===== config.mk =====
export PLATFORM = sky130hd
export DESIGN_NAME = rv_regfile_mp
export DESIGN_NICKNAME = d
export VERILOG_FILES = /design/src/rtl/rv_pkg.sv /design/src/rtl/rv_rf_scoreboard.sv /design/src/rtl/rv_regfile_mp.sv
export SDC_FILE = /design/constraint.sdc
export NUM_CORES = 2
export LEC_CHECK = 0
export CAP_MARGIN = 15
export CORE_AREA = 10 10 442 444
export DETAILED_ROUTE_END_ITERATION = 8
export DIE_AREA = 0 0 452 454
export PLACE_DENSITY = 0.53
export RECOVER_POWER = 100
export SLEW_MARGIN = 30
export SYNTH_ARGS = -nofsm -noshare
export SYNTH_HDL_FRONTEND = slang
export SYNTH_SLANG_ARGS = --single-unit

===== constraint.sdc =====
create_clock -name clk -period 41.2 [get_ports clk]
set_input_delay 4.12 -clock clk [delete_from_list [all_inputs] [get_ports clk]]
set_output_delay 4.12 -clock clk [all_outputs]
set_load 0.1 [all_outputs]

===== src/rtl/rv_pkg.sv =====
`default_nettype none
// ============================================================================
// Module      : rv_pkg
// Description : Shared constants, rv32 typedefs and the highest-index match
//               helper used by the register file for write arbitration and
//               read bypass selection.
// Ports       : (package, none)
// Revision    : 1.0 - initial release
// ============================================================================
package rv_pkg;

   localparam int XLEN_DEF = 32;
   localparam int NREG_DEF = 32;

   // Width of match vectors handed to hi_match_idx; caps write ports at 32.
   localparam int MATCH_W  = 32;

   typedef logic [4:0]  regaddr_t;
   typedef logic [31:0] xword_t;

   // Index of the highest set bit of vec (0 when vec is empty). When several
   // write ports hit the same register, the highest-index one owns it.
   function automatic regaddr_t hi_match_idx(input logic [MATCH_W-1:0] vec);
      regaddr_t idx;
      idx = '0;
      for (int i = 0; i < MATCH_W; i++) begin
         if (vec[i]) idx = i[4:0];
      end
      return idx;
   endfunction

endpackage : rv_pkg
`default_nettype wire


===== src/rtl/rv_rf_scoreboard.sv =====
`default_nettype none
// ============================================================================
// Module      : rv_rf_scoreboard
// Description : Per-register pending bits. Priority on each clock edge:
//               flush > reserve > release. Register 0 is never pending.
// Ports       : clk, rst            - clock, async active-high reset
//               wr_en_i/wr_addr_i/wr_rel_i - writeback ports (release when
//                                    wr_en and wr_rel are both set)
//               rsv_en_i/rsv_addr_i - reservation from issue
//               flush_i             - clear all pending bits
//               busy_vec_o          - registered pending vector
// Revision    : 1.0 - initial release
// ============================================================================
module rv_rf_scoreboard
   import rv_pkg::*;
#(
   parameter int NREG = NREG_DEF,
   parameter int NWP  = 1
) (
   input  logic                          clk,
   input  logic                          rst,
   input  logic [NWP-1:0]                wr_en_i,
   input  logic [NWP*$clog2(NREG)-1:0]   wr_addr_i,
   input  logic [NWP-1:0]                wr_rel_i,
   input  logic                          rsv_en_i,
   input  logic [$clog2(NREG)-1:0]       rsv_addr_i,
   input  logic                          flush_i,
   output logic [NREG-1:0]               busy_vec_o
);

   localparam int AW = $clog2(NREG);

   logic [NREG-1:0] pend_q;
   logic [NREG-1:0] pend_d;

   // Assignments are ordered lowest priority first so later ones win.
   always_comb begin
      pend_d = pend_q;
      for (int w = 0; w < NWP; w++) begin
         if (wr_en_i[w] && wr_rel_i[w]) pend_d[wr_addr_i[w*AW +: AW]] = 1'b0;
      end
      // The new producer owns the register, so reserve beats release.
      if (rsv_en_i) pend_d[rsv_addr_i] = 1'b1;
      if (flush_i)  pend_d = '0;
      pend_d[0] = 1'b0;
   end

   always_ff @(posedge clk or posedge rst) begin
      if (rst) pend_q <= '0;
      else     pend_q <= pend_d;
   end

   assign busy_vec_o = pend_q;

endmodule : rv_rf_scoreboard
`default_nettype wire


===== src/rtl/rv_regfile_mp.sv =====
`default_nettype none
// ============================================================================
// Module      : rv_regfile_mp
// Description : Multi-port integer register file with optional write-to-read
//               bypass and a built-in pending scoreboard. x0 reads as zero.
// Ports       : clk, rst            - clock, async active-high reset
//               rd_addr_i           - NRP read addresses (AW bits each)
//               rd_data_o           - NRP read data words (combinational)
//               rd_busy_o           - pending bit of each addressed register
//               wr_en_i/wr_addr_i/wr_data_i/wr_rel_i - NWP writeback ports
//               rsv_en_i/rsv_addr_i - destination reservation from issue
//               flush_i             - clear all pending bits
//               busy_vec_o          - registered pending vector
// Revision    : 1.0 - initial release
// ============================================================================
module rv_regfile_mp
   import rv_pkg::*;
#(
   parameter int XLEN   = XLEN_DEF,
   parameter int NREG   = NREG_DEF,
   parameter int NRP    = 2,
   parameter int NWP    = 1,
   parameter int BYPASS = 1
) (
   input  logic                          clk,
   input  logic                          rst,
   input  logic [NRP*$clog2(NREG)-1:0]   rd_addr_i,
   output logic [NRP*XLEN-1:0]           rd_data_o,
   output logic [NRP-1:0]                rd_busy_o,
   input  logic [NWP-1:0]                wr_en_i,
   input  logic [NWP*$clog2(NREG)-1:0]   wr_addr_i,
   input  logic [NWP*XLEN-1:0]           wr_data_i,
   input  logic [NWP-1:0]                wr_rel_i,
   input  logic                          rsv_en_i,
   input  logic [$clog2(NREG)-1:0]       rsv_addr_i,
   input  logic                          flush_i,
   output logic [NREG-1:0]               busy_vec_o
);

   localparam int AW = $clog2(NREG);

   logic [XLEN-1:0]    regs_q [NREG];
   logic [MATCH_W-1:0] wmatch [NREG];   // write ports targeting each register
   logic [MATCH_W-1:0] rmatch [NRP];    // write ports hitting each read address
   logic [AW-1:0]      raddr  [NRP];
   logic [NRP-1:0]     rel_hit;         // a releasing write hits this read
   logic [NREG-1:0]    pend;

   // ---------------------------------------------------------------- writes
   always_comb begin
      for (int i = 0; i < NREG; i++) begin
         wmatch[i] = '0;
         for (int w = 0; w < NWP; w++) begin
            wmatch[i][w] = wr_en_i[w] && (wr_addr_i[w*AW +: AW] == AW'(i));
         end
      end
   end

   // x0 is never written, so it holds its reset value of zero.
   always_ff @(posedge clk or posedge rst) begin
      if (rst) begin
         for (int i = 0; i < NREG; i++) regs_q[i] <= '0;
      end else begin
         for (int i = 1; i < NREG; i++) begin
            if (|wmatch[i]) begin
               regs_q[i] <= wr_data_i[int'(hi_match_idx(wmatch[i]))*XLEN +: XLEN];
            end
         end
      end
   end

   // ----------------------------------------------------------- scoreboard
   rv_rf_scoreboard #(
      .NREG (NREG),
      .NWP  (NWP)
   ) u_scoreboard (
      .clk        (clk),
      .rst        (rst),
      .wr_en_i    (wr_en_i),
      .wr_addr_i  (wr_addr_i),
      .wr_rel_i   (wr_rel_i),
      .rsv_en_i   (rsv_en_i),
      .rsv_addr_i (rsv_addr_i),
      .flush_i    (flush_i),
      .busy_vec_o (pend)
   );

   assign busy_vec_o = pend;

   // ----------------------------------------------------------------- reads
   always_comb begin
      rd_data_o = '0;
      rd_busy_o = '0;
      rel_hit   = '0;
      for (int p = 0; p < NRP; p++) begin
         raddr[p]  = rd_addr_i[p*AW +: AW];
         rmatch[p] = '0;
         for (int w = 0; w < NWP; w++) begin
            rmatch[p][w] = wr_en_i[w] && (raddr[p] != '0) &&
                           (wr_addr_i[w*AW +: AW] == raddr[p]);
            if (rmatch[p][w] && wr_rel_i[w]) rel_hit[p] = 1'b1;
         end
         // Outputs stay at zero for the whole time reset is held.
         if (!rst) begin
            if ((BYPASS != 0) && (|rmatch[p])) begin
               rd_data_o[p*XLEN +: XLEN] =
                  wr_data_i[int'(hi_match_idx(rmatch[p]))*XLEN +: XLEN];
            end else begin
               rd_data_o[p*XLEN +: XLEN] = regs_q[raddr[p]];
            end
            // A releasing write delivers valid data through the bypass.
            rd_busy_o[p] = pend[raddr[p]] && !((BYPASS != 0) && rel_hit[p]);
         end
      end
   end

endmodule : rv_regfile_mp
`default_nettype wire


Yosys cells after proc, flatten, opt, wreduce, memory -nomap -nowiden --
Cells that the tools add are included.
Word-level totals: bits in registers 1023, input bits 58, output and inout port bits 98, logic and storage cells 217
Operators by class: reduce and logical (&&, ||, !) cells 46, equality and inequality tests 33, magnitude comparators 8, mux-type cells 60, bitwise logic cells 5, shifts and indexed selects 33
Operators by type and width (number):
- 32-bit by 11-bit variable part select with 32-bit output | 33
- 32-bit 2-to-1 mux | 11
- 32-bit binary-select mux with 5-bit select | 2
- 5-bit 2-to-1 mux | 35
- 5-bit == test, second input constant | 16
- 1-bit logical AND | 42
- 5-bit by 4-bit == test with 1-bit output, second input constant | 8
- 32-bit bitwise AND | 1
- 32-bit NOT | 1
- 32-bit bitwise OR | 1
- 5-bit by 6-bit < comparator with 1-bit output, second input constant | 4
- 5-bit by 3-bit == test with 1-bit output, second input constant | 4
- 6-bit greater-or-equal comparator, second input constant | 2
- 5-bit NOT with 6-bit output | 2
- 1-bit binary-select mux with 5-bit select | 2
- 1-bit demux with 5-bit select | 2
- 5-bit by 2-bit == test with 1-bit output, second input constant | 2
- 5-bit == test | 2
- 5-bit by 1-bit greater-or-equal comparator with 1-bit output, second input constant | 2
- 5-bit nonzero test | 2
- 1-bit 2-to-1 mux | 8
- 5-bit by 1-bit == test with 1-bit output, second input constant | 1
- 1-bit logical NOT | 2

Longest topological paths before layout --
depth after elaboration 10, gate-level depth with buffers 10, gate-level depth less buffers 5

Hierarchy --
From an unflattened synthesis, not the netlist that was laid out.
Second synthesis, totals: cell total of the unflattened synthesis 4011, area, all modules 56248.9 sq um
Modules (own cells, without submodules):
- rv_regfile_mp | cells each 3856, times used 1, seq. area each 24823.8 sq um, area an instance 54741.3 sq um
- rv_rf_scoreboard | cells each 155, times used 1, seq. area each 775.7 sq um, area an instance 1507.7 sq um

Least setup slack after synthesis --
No wires, ideal clock.
path kind in2out, from input rst, to output rd_data_o[8], arrival 32.528 ns, path slack 4.553 ns, buffers on the path 0, stages 3, cells stage by stage inv_1 o31ai_2 o41ai_1
On the way: longest elaborated chain between the ends 1
Ends and longest elaborated chain:
- start: declaration | RTL line rv_regfile_mp.sv:26 | input logic rst,
- 32-bit 2-to-1 mux | RTL line rv_regfile_mp.sv:104 | if (!rst) begin
- end: declaration | RTL line rv_regfile_mp.sv:28 | output logic [NRP*XLEN-1:0] rd_data_o,
Every way passes these cells.

Worst setup path after layout --
from input rst, to output rd_data_o[4]
Same word-level chain as after synthesis.

==> summary by stage <==
Status
The run finished, with violations left. The checks that failed: capacitance limit, slew limit.

Power and ir drop
The share of total power dissipated in sequential elements is 0.434. The analysis attributes to net switching a power of 895.9 uW. Internal power comes to around 2200 uW. The fraction of power consumed by the clock network is 0.351. Dividing total power by cell area gives a power density of between 40 and 50 nW/um2. Of the total power, combinational logic draws 0.215. The net switching share of the total power is 0.2907. Across the VDD grid, the largest voltage drop is approximately 0.039 mV. The analysis attributes to cell leakage a power of 0.02651 uW.

Floorplan
The floorplan has roughly 160 rows. The initial utilization of the core area, before any placement, comes to 0.2985. The top-level I/O count is 156. The die is ~450 um wide.

The vertical die dimension is between 400 and 500 um. The die footprint is ~200000 um2. The core region is about 190000 um2.

Detailed routing
The wire length after detailed routing is 208000 um. The pre-antenna-repair detailed-routing pass consisted of 5 iterations. The routed wire length per instance is 31.98 um. The number of nets with antenna violations after detailed routing is 0. After detailed routing, the number of remaining DRC violations is 0. The post-detailed-route via-to-cell ratio is about 5.8. The number of DRC markers after the initial detailed-route iteration is 3534. The number of vias in the routed layout is 37650.

Global routing
Entering global routing, the biggest net connects around 170 pins. The global-route wire length before repair is 297500 um. The total overflow left after global routing is 0. The via count of the first global-routing pass is approximately 38000. The initial antenna violation count is 10. The aggregate global-route resource usage is 0.1972.

Yosys
The post-synth net total is 3972. The synthesized design contains between 1000 and 1500 register bits. The area share of the largest cell type after synthesis is 0.4595.

The combined area of all synthesized cells is around 56000 um2. Each instance of the synthesized netlist takes up on average 14.23 um2. The number of flops mapped to enable cells by yosys is 0. The count of mapped cells out of synthesis is 3914. After synthesis, the cell types taking the most area are sky130_fd_sc_hd__dfrtp_1, sky130_fd_sc_hd__mux2_2, sky130_fd_sc_hd__mux4_2. The synthesized netlist contains between 60 and 70 unique library cells. During synthesis, Yosys emitted a total of 32 warnings. The most area-hungry cell type in the Yosys netlist is sky130_fd_sc_hd__dfrtp_1. The fraction of synthesis flops using an asynchronous set or reset pin is 1.000. The most common flop cell mapped by yosys is sky130_fd_sc_hd__dfrtp_1. For this run, the register share of the synthesized area comes to 0.4595.

Timing
Setup repair after global routing left no endpoint under its margin. The final period demand of the worst path is 17.97 ns. The final clock period utilization by the worst path is 0.4361.

The worst-margin pin slew is around 5.6 ns. The setup violation total in the final timing report is 0. The final-report hold violation count is 0. The total count of max-transition violations in the final report was between 2000 and 2500. The worst-case headroom to the max-slew limit is -2.743. For the final routed database, the setup TNS stands at 0 ns. The maximum clock rate is 0.05566 GHz.

On the final layout, the worst clock skew is 0 ns.

Clock tree
The number of CTS-inserted buffers is ~110. The later pin in the worst-skew pair is clocked with a latency of ~0.76 ns. The longest clock path from root to sink contains 3 buffers. CTS built an H-tree with a depth of 3. The post-cts repair resize count is 0. Buffers added to address setup during post-CTS repair amount to 0. The TritonCTS clock tree is built. The tree is rooted in a sky130_fd_sc_hd__clkbuf_16. The clock-pin slew on the worst setup and hold paths is approximately 0.060 ns.

The total of hold buffers inserted after clock tree synthesis is 0. The count of clock tree sinks is 1023.

Critical path
STA classifies the critical path startpoint as a primary input. For the worst setup path, the data arrival time is between 10 and 15 ns. The largest individual stage delay along the critical path comes from the cell sky130_fd_sc_hd__clkinvlp_2.

The setup path with the least slack is of type primary input to output port. The timing startpoint of the critical path is rst. The cell type with the highest occurrence count on the critical path is sky130_fd_sc_hd__dlygate4sd3_1. The startpoint identified for the worst register-to-register timing path is regs_q[940].

The critical path required time is between 30 and 40 ns. The worst setup path is captured at an output port. The critical path's largest stage delay is 3.83 ns.

Traced cell by cell, the critical path runs through dlygate4sd3_1, clkbuf_1, clkinvlp_2, o31ai_1, buf_4, a21oi_1, a22o_1, dlygate4sd3_1. In this run the worst path has a maximum fanout of between 90 and 100.

Place
The placed cell area is around 60000 um2. The detailed placement HPWL is around 120000 um. The congestion estimate from routability-driven global placement came to just over 0.8.

The port buffer count is between 150 and 200.

Finish
Measured on the finished design, the core utilization comes to 0.3392. The layout overhead on the synthesized area is 13.62%. Summing all non-filler instances in the final layout gives an area of ~63000 um2.

For this run, the post-layout net count is 3966. The ratio of cells with drive above 1 in the final layout is 0.4653.

Worst hold path
The startpoint of the tightest hold check path is regs_q[931]. The class of the tightest hold or removal check is flop to flop.

Flow run
The max-cap violation count is 51.
final cells by class:
| class | instances | area (um2) |
|---|---|---|
| multi-input cells | 2479 | 28220 |
| inverters | 7 | 27.53 |
| clock inverters | 49 | 576.8 |
| well taps | 2495 | 3122 |
| clock buffers | 163 | 3348 |
| flip-flops and latches | 1023 | 25600 |
| diodes | 5 | 12.51 |
| repair buffers | 283 | 2390 |
| fillers | 18300 | 123300 |
sequential cells by signal, indices dropped and copies added (netlist names):
signal / flops
u_scoreboard.busy_vec_o: 31
regs_q: 992
through the flow:
step / std cells / total power [uW] / hold WS [ns] / worst slack, ns
floorplan: 3914 / 1825 / 0.4794 / 4.553
global placement: 6285 / 1997 / 0.4895 / 27.92
detailed placement: 6286 / 2013 / 0.4952 / 28.10
CTS: 6498 / 3096 / 0.5090 / 28.10
global route: 6502 / 3200 / 0.5362 / 22.24
finish: 6504 / 3082 / 0.5066 / 23.23
synth_stat cells, types with 6 or more instances:
cell type / instances
sky130_fd_sc_hd__dfrtp_1: 1023
sky130_fd_sc_hd__o22a_1: 8
sky130_fd_sc_hd__a22o_1: 7
sky130_fd_sc_hd__a221oi_1: 25
sky130_fd_sc_hd__o221ai_1: 15
sky130_fd_sc_hd__nand2_1: 138
sky130_fd_sc_hd__nor3b_1: 7
sky130_fd_sc_hd__mux2i_1: 119
sky130_fd_sc_hd__a32o_1: 37
sky130_fd_sc_hd__mux4_2: 407
sky130_fd_sc_hd__nand4_1: 8
sky130_fd_sc_hd__o21ai_1: 13
sky130_fd_sc_hd__inv_1: 7
sky130_fd_sc_hd__nor2b_1: 29
sky130_fd_sc_hd__o22ai_1: 104
sky130_fd_sc_hd__o21ai_0: 79
sky130_fd_sc_hd__a2bb2oi_1: 6
sky130_fd_sc_hd__or2_2: 6
sky130_fd_sc_hd__a22oi_1: 62
sky130_fd_sc_hd__nand3_1: 17
sky130_fd_sc_hd__buf_6: 14
sky130_fd_sc_hd__nor3_1: 23
sky130_fd_sc_hd__mux2_2: 1121
sky130_fd_sc_hd__clkbuf_1: 154
sky130_fd_sc_hd__a21oi_1: 41
sky130_fd_sc_hd__buf_4: 40
sky130_fd_sc_hd__nand2b_1: 22
sky130_fd_sc_hd__buf_2: 177
sky130_fd_sc_hd__o211ai_1: 21
sky130_fd_sc_hd__nor2_1: 54
sky130_fd_sc_hd__buf_1: 20
sky130_fd_sc_hd__and2_1: 7
sky130_fd_sc_hd__a211oi_1: 31
per-layer routing:
layer  vias to the layer above  track usage  part of all wire
met5                         -            0           0.00023
met4                         6      0.09623             0.051
met3                       456      0.03040             0.059
met2                      1473       0.3319              0.49
met1                     20550       0.2470              0.40
li1                      15170            -                 -
logic make-up after synthesis:
logic type | count (synthesis) | share of synthesized area
simple gates | 341 | 0.02978
xor+xnor | 8 | 0.001258
compound gates | 482 | 0.06053
flops | 1023 | 0.4595
mux | 1647 | 0.4125
buf+inv | 412 | 0.03632
other cells | 1 | 0.00006731
critical path, delay by kind of cell:
family	cells	cell delay, ns
AO/OA/AOI/OAI	3	3.29
buffers and inverters	5	6.39
worst paths after layout:
| path | end | slack (ns) | cells past startpoint |
|---|---|---|---|
| max reg2reg | regs_q[940] | 40.38 | 1 |
| max in group asynchronous | regs_q[267] | 25.56 | 5 |
| min reg2reg | regs_q[931] | 0.51 | 1 |
| min in group asynchronous | regs_q[862] | 5.77 | 3 |
| min | regs_q[931] | 0.51 | 1 |
| max | rd_data_o[4] | 23.23 | 8 |
power by group through the flow:
stage / Combinational [uW] / Clock [uW] / Sequential [uW]
6_report: 662 / 1080 / 1340
5_1_grt: 701 / 1140 / 1360
4_1_cts: 667 / 1100 / 1330
3_5_place_dp: 665 / 0 / 1350
3_3_place_gp: 657 / 0 / 1340
2_1_floorplan: 518 / 0 / 1310
cells in the final DEF, fill, tap and decap left out, types with 17 or more instances in the layout:
cell / n
sky130_fd_sc_hd__a211oi_1: 30
sky130_fd_sc_hd__a21oi_1: 41
sky130_fd_sc_hd__nor2_1: 49
sky130_fd_sc_hd__buf_4: 84
sky130_fd_sc_hd__mux2i_1: 119
sky130_fd_sc_hd__dlygate4sd3_1: 98
sky130_fd_sc_hd__clkbuf_8: 30
sky130_fd_sc_hd__clkdlybuf4s50_1: 41
sky130_fd_sc_hd__nor2b_1: 24
sky130_fd_sc_hd__mux2_2: 1121
sky130_fd_sc_hd__nor3_1: 23
sky130_fd_sc_hd__mux4_2: 407
sky130_fd_sc_hd__nand3_1: 17
sky130_fd_sc_hd__a22oi_1: 62
sky130_fd_sc_hd__nand2_1: 129
sky130_fd_sc_hd__nand2b_1: 18
sky130_fd_sc_hd__a32o_1: 37
sky130_fd_sc_hd__dfrtp_1: 1023
sky130_fd_sc_hd__o22ai_1: 104
sky130_fd_sc_hd__clkbuf_1: 62
sky130_fd_sc_hd__o211ai_1: 21
sky130_fd_sc_hd__o21ai_0: 78
sky130_fd_sc_hd__a221oi_1: 25
sky130_fd_sc_hd__clkbuf_16: 115
sky130_fd_sc_hd__clkinv_2: 29
No activity file was read; power rests on OpenSTA's default activity.
